### src/rtl/rgb_gray_stream.sv
// rtl/rgb_gray_stream.sv - handshaked R,G,B byte stream to gray sample converter with row/frame markers
module rgb_gray_stream #(
  parameter int DW = 8,
  parameter int N  = 450,
  parameter int M  = 450
) (
  input  logic          clk,
  input  logic          rst,
  input  logic          start,
  input  logic [1:0]    mode,
  input  logic          in_valid,
  input  logic [DW-1:0] in_data,
  output logic          in_ready,
  output logic          out_valid,
  output logic [DW-1:0] out_data,
  output logic          out_eol,
  output logic          out_eof,
  input  logic          out_ready,
  output logic          busy,
  output logic          done
);

  // Column and row counter widths; a one-entry dimension still needs one bit.
  localparam int CW = (N > 1) ? $clog2(N) : 1;
  localparam int RW = (M > 1) ? $clog2(M) : 1;

  // Working width for the weighted sums. The averaging mode multiplies a
  // three-byte sum (DW+2 bits) by 683 (10 bits), so it needs DW+12 bits to
  // avoid wrapping before the final shift.
  localparam int IW = DW + 12;

  localparam logic [IW-1:0] SAT_MAX = IW'({DW{1'b1}});

  typedef enum logic [1:0] {
    S_IDLE  = 2'd0,
    S_RUN   = 2'd1,
    S_DRAIN = 2'd2
  } state_t;

  state_t          state;
  logic [1:0]      mode_q;
  logic [1:0]      phase;
  logic [CW-1:0]   col;
  logic [RW-1:0]   row;
  logic [DW-1:0]   r_q;
  logic [DW-1:0]   g_q;

  logic            in_hs;
  logic            b_hs;
  logic            out_hs;
  logic            last_col;
  logic            last_row;

  logic [IW-1:0]   rw;
  logic [IW-1:0]   gw;
  logic [IW-1:0]   bw;
  logic [IW-1:0]   y_wide;
  logic [DW-1:0]   gray;

  // A B byte may only be taken when the output register is free or draining
  // this same cycle; R and G bytes never touch the output register.
  assign in_ready = (state == S_RUN) && !(phase == 2'd2 && out_valid && !out_ready);

  assign in_hs    = in_valid && in_ready;
  assign b_hs     = in_hs && (phase == 2'd2);
  assign out_hs   = out_valid && out_ready;
  assign last_col = (col == CW'(N - 1));
  assign last_row = (row == RW'(M - 1));

  // Weighted gray value of the held R, G and the B byte on the bus, saturated to DW bits.
  always_comb begin
    rw = IW'(r_q);
    gw = IW'(g_q);
    bw = IW'(in_data);
    y_wide = '0;
    case (mode_q)
      2'd0: y_wide = (rw >> 2) + (rw >> 5) + (gw >> 1) + (gw >> 4) + (bw >> 4) + (bw >> 5);
      2'd1: y_wide = (rw * IW'(77) + gw * IW'(150) + bw * IW'(29) + IW'(128)) >> 8;
      2'd2: y_wide = ((rw + gw + bw) * IW'(683)) >> 11;
      default: y_wide = gw;
    endcase
    gray = (y_wide > SAT_MAX) ? {DW{1'b1}} : y_wide[DW-1:0];
  end

  // Frame sequencing: start latching, byte phase steering, column/row walk and end-of-frame done.
  always_ff @(posedge clk) begin
    if (rst) begin
      state  <= S_IDLE;
      busy   <= 1'b0;
      done   <= 1'b0;
      mode_q <= 2'd0;
      phase  <= 2'd0;
      col    <= '0;
      row    <= '0;
      r_q    <= '0;
      g_q    <= '0;
    end else begin
      done <= 1'b0;
      case (state)
        S_IDLE: begin
          if (start) begin
            mode_q <= mode;
            phase  <= 2'd0;
            col    <= '0;
            row    <= '0;
            state  <= S_RUN;
            busy   <= 1'b1;
          end
        end
        S_RUN: begin
          if (in_hs) begin
            case (phase)
              2'd0: begin
                r_q   <= in_data;
                phase <= 2'd1;
              end
              2'd1: begin
                g_q   <= in_data;
                phase <= 2'd2;
              end
              2'd2: begin
                phase <= 2'd0;
                if (last_col) begin
                  col <= '0;
                  if (last_row) begin
                    row   <= '0;
                    state <= S_DRAIN;
                  end else begin
                    row <= row + RW'(1);
                  end
                end else begin
                  col <= col + CW'(1);
                end
              end
              default: phase <= 2'd0;
            endcase
          end
        end
        S_DRAIN: begin
          if (out_hs) begin
            state <= S_IDLE;
            busy  <= 1'b0;
            done  <= 1'b1;
          end
        end
        default: begin
          state <= S_IDLE;
          busy  <= 1'b0;
        end
      endcase
    end
  end

  // Output sample register: loads on each completed pixel, clears once taken downstream.
  always_ff @(posedge clk) begin
    if (rst) begin
      out_valid <= 1'b0;
      out_data  <= '0;
      out_eol   <= 1'b0;
      out_eof   <= 1'b0;
    end else if (b_hs) begin
      out_valid <= 1'b1;
      out_data  <= gray;
      out_eol   <= last_col;
      out_eof   <= last_col && last_row;
    end else if (out_hs) begin
      out_valid <= 1'b0;
    end
  end

endmodule
### config.mk
export PLATFORM = sky130hd
export DESIGN_NAME = rgb_gray_stream
export DESIGN_NICKNAME = d
export VERILOG_FILES = /design/src/rtl/rgb_gray_stream.sv
export SDC_FILE = /design/constraint.sdc
export NUM_CORES = 1
export LEC_CHECK = 0
export BUFFER_PORTS_ARGS = -buffer_cell sky130_fd_sc_hd__buf_2
export CAP_MARGIN = 20
export CORE_UTILIZATION = 40
export CTS_BUF_LIST = sky130_fd_sc_hd__clkbuf_8
export CTS_CLUSTER_DIAMETER = 40
export CTS_CLUSTER_SIZE = 20
export DETAILED_ROUTE_END_ITERATION = 6
export PLACE_DENSITY_LB_ADDON = 0.2
export RECOVER_POWER = 50
export SETUP_SLACK_MARGIN = 0.3
export SLEW_MARGIN = 20
export SYNTH_ARGS = -nofsm -noshare
export SYNTH_HDL_FRONTEND = slang
export SYNTH_SLANG_ARGS = --single-unit
### constraint.sdc
create_clock -name clk -period 7.6 [get_ports clk]
set_input_delay 1.14 -clock clk [delete_from_list [all_inputs] [get_ports clk]]
set_output_delay 1.14 -clock clk [all_outputs]
set_load 0.01 [all_outputs]
==> impl_metrics.py <==
metrics = {
    "logic_synthesis": {
        "syn-num-nets": 1211,
        "synth_simple_gate_area_share_pct": 11.3,
        "synthXorXnorAreaFrac_pct": 4.85,
        "ys.flop_type": "dfxtp_1",
        "ys_seq_area_share_pct": 12.5,
        "ys_warn_count": 0,
        "synthArstFlopShare_pct": 0,
        "synthMuxAreaShare_pct": 1.47,
        "ys_types": 65,
        "synth_edf_count": 0,
        "avgSynthCellArea_sq_um": 9.30,
        "synth-compound-area-share_pct": 10.8,
        "yosys_register_bits": 53,
        "syn-cell-area_sq_um": 8490,
        "synth_top_family_by_area": "adder cells",
        "netlist_instances": 912,
        "synthAdderAreaFrac_pct": 50.6,
    },
    "route": {
        "postRouteAntennaNets": 0,
        "vias_per_cell": 5.08,
        "drc": 0,
        "first_pass_iters": 5,
        "drt-initial-drc-count": 223,
        "vias": 6286,
        "wl_per_cell_um": 15.5,
        "wl_mm": 19.2,
    },
    "clock_network": {
        "clock-sinks": 53,
        "hold_buffers": 0,
        "clock_path_buffers": 2,
        "cts_root_buf": "clkbuf_8",
        "cts-buffers-inserted": 5,
        "htree_levels": 2,
        "cts_tree": "yes",
        "clock_latency_ps": 320,
        "clk_pin_slew_ps": 110,
    },
    "sta": {
        "skew_ps": 6.75,
        "setup_tns_ps": 0,
        "tightest_slew_ps": 1860,
        "hold_viol": 0,
        "fin_crit_ps": 7000,
        "fin_crit_sh_pct": 92.1,
        "max_freq_mhz": 143,
        "slew_headroom_pct": -23.9,
        "report.final.slew_viol_count": 40,
        "rsz0062_at_grt": "false",
        "setup_violations": 0,
    },
    "setup_path": {
        "reg2reg_slack_ps": 680,
        "reg2reg_from": "g_q[4]",
        "cp-end-kind": "register",
        "path_max_fanout": 4,
        "crit_top_cell": "inv_1",
        "crit_start": "in_data[1]",
        "worst_setup_path_start_kind": "input port",
        "cp.required_ps": 7820,
        "slowest_delay_ps": 490,
        "r2r_cells": 26,
        "worstSetupEndpoint": "out_data[6]",
        "crit_slowest_cell": "fa_1",
        "worst-setup-path-type": "in2reg",
        "r2r_end": "out_data[6]",
        "cp.arrival_ps": 7230,
    },
    "outcome": {
        "violations": "capacitance limit, slew limit",
        "outcome": "finished with violations",
    },
    "place": {
        "portBuffers": 28,
        "dp_hpwl_mm": 16.3,
        "place_area_sq_um": 9070,
        "gp_congestion": 0.888,
    },
    "finish": {
        "synthToLayoutAreaGrowth_pct": 10.3,
        "fillers": 2021,
        "diodes": 0,
        "utilization_pct": 45.7,
        "finalNetCount": 1265,
        "final_layout_size_suffix_gt1_share_pct": 10.7,
        "post-route-cell-area_sq_um": 9360,
    },
    "global_route": {
        "antenna_found_initial": 0,
        "first_global_vias": 6539,
        "grt_start_max_net_pins": 40,
        "grt_first_pass_wirelength_mm": 33.0,
        "grt_overflow_total": 0,
        "grt_usage_pct": 19.2,
    },
    "die": {
        "core-area_sq_um": 20500,
        "rows": 52,
        "io_pins": 29,
        "die_w_um": 148,
        "die_area_sq_um": 21800,
        "die_y_um": 148,
        "initial_utilization_pct": 41.4,
    },
    "job": {
        "drv_cap": 1,
    },
    "power": {
        "vdd_ir_drop_max_mv": 0.175,
        "leakagePower_nw": 4.89,
        "power.density_nw_per_um2": 245,
    },
    "min_path": {
        "min-delay-path-class": "reg2reg",
    },
}
[state kept, by name, indices dropped and copies added, names as in the netlist]
register and flops:
busy 1, out_data 8, done 1, mode_q 2, phase 2, out_eol 1
col 9, row 9, out_valid 1, state 2, g_q 8, out_eof 1
r_q 8
[cells in the mapped netlist (all sizes together) (3+ instances only)]
master	number	share of area, %
a211o	4	0.43
and2	3	0.22
dfxtp	53	13
a21oi	53	3.3
a21o	8	0.71
o21ai	22	1.3
and3	3	0.22
nand3	17	1.1
nand4	10	0.74
nor2	79	3.5
clkbuf	12	0.88
o21bai	8	0.71
a211oi	10	0.88
mux2i	8	0.94
nand2	29	1.3
nand2b	6	0.44
nor2b	7	0.52
nor3	17	1.0
or2	7	0.52
o22ai	3	0.22
or3	6	0.44
a311oi	4	0.49
a31oi	4	0.37
and4	3	0.34
o21a	8	0.71
fa	99	23
xor2	20	2.1
xnor2	27	2.8
inv	169	7.5
ha	185	27
[report_power, final]
| part | switching [W] | internal (W) |
|---|---|---|
| Sequential | 0.0000179 | 0.000285 |
| Clock | 0.000109 | 0.0000673 |
| Combinational | 0.000999 | 0.000811 |
| Total | 0.00113 | 0.00116 |
[repair_timing]
action | CTS | global route
setup endpoints to repair | 6 | 8
gates resized for setup | 1 | 27
buffers inserted | 0 | 8
pin swaps | 0 | 26
cloned | 0 | 0
[routing by layer]
layer / GRT usage (%) / part of all wire, %
met1: 26.1 / 48
met2: 33.8 / 49
met4: 3.71 / 1.2
met5: 0 / 0
met3: 0.988 / 1.7
[metrics by stage]
stage / hold slack, ps / total power (W) / setup WS, ps / cells
finish: 466 / 0.00229 / 599 / 1237
global route: 506 / 0.00260 / 243 / 1237
CTS: 467 / 0.00221 / 315 / 1229
detailed placement: 449 / 0.00202 / -79.2 / 1221
global placement: 445 / 0.00199 / 105 / 1221
floorplan: 472 / 0.00163 / 313 / 912
[critical path, delay by kind of cell]
kind	cells	cell delay (ps)
AO/OA/AOI/OAI	10	1780
XOR/XNOR	1	170
adder cells (fa/ha/maj)	8	2950
buffers and inverters	8	600
AND/OR/NAND/NOR	3	580
[placed cells by master, fill, tap and decap left out, types with 4 or more instances in the layout]
cell type,n
a211oi_1,7
a21o_1,8
a21oi_1,47
a21oi_2,5
buf_2,14
buf_4,32
clkbuf_1,14
clkbuf_8,5
dfxtp_1,53
fa_1,98
ha_1,181
inv_1,166
mux2i_1,7
nand2_1,29
nand2b_1,6
nand3_1,16
nand4_1,10
nor2_1,79
nor2b_1,7
nor3_1,16
o21a_1,8
o21ai_0,19
o21bai_1,7
or2_2,7
or3_1,6
xnor2_1,23
xnor2_2,4
xor2_1,20
[cells by family after synthesis]
family / Yosys count
compound gates: 139
xor+xnor: 47
fa+ha+maj: 284
buf+inv: 182
flops: 53
mux: 10
simple gates: 197
[how the worst min path moves through the flow]
stage	start	endpoint	slack, ps	cells past startpoint
2_1_floorplan	col[7]	col[7]	470	2
4_1_cts	out_eof	out_eof	470	2
5_1_grt	out_eof	out_eof	510	2
3_5_place_dp	out_eof	out_eof	450	2
6_report	out_eof	out_eof	470	2
3_3_place_gp	out_eof	out_eof	450	2
[cell type report]
| class | count | area, sq um | area share [%] |
|---|---|---|---|
| clock buffers | 5 | 68.8 | 0.735 |
| clock inverters | 3 | 26.3 | 0.281 |
| inverters | 169 | 634 | 6.78 |
| multi-input cells | 677 | 6870 | 73.4 |
| flip-flops and latches | 53 | 1060 | 11.3 |
| well taps | 270 | 338 | 3.61 |
| repair buffers | 60 | 363 | 3.88 |
Note: power is estimated with default switching activity, not from simulation.
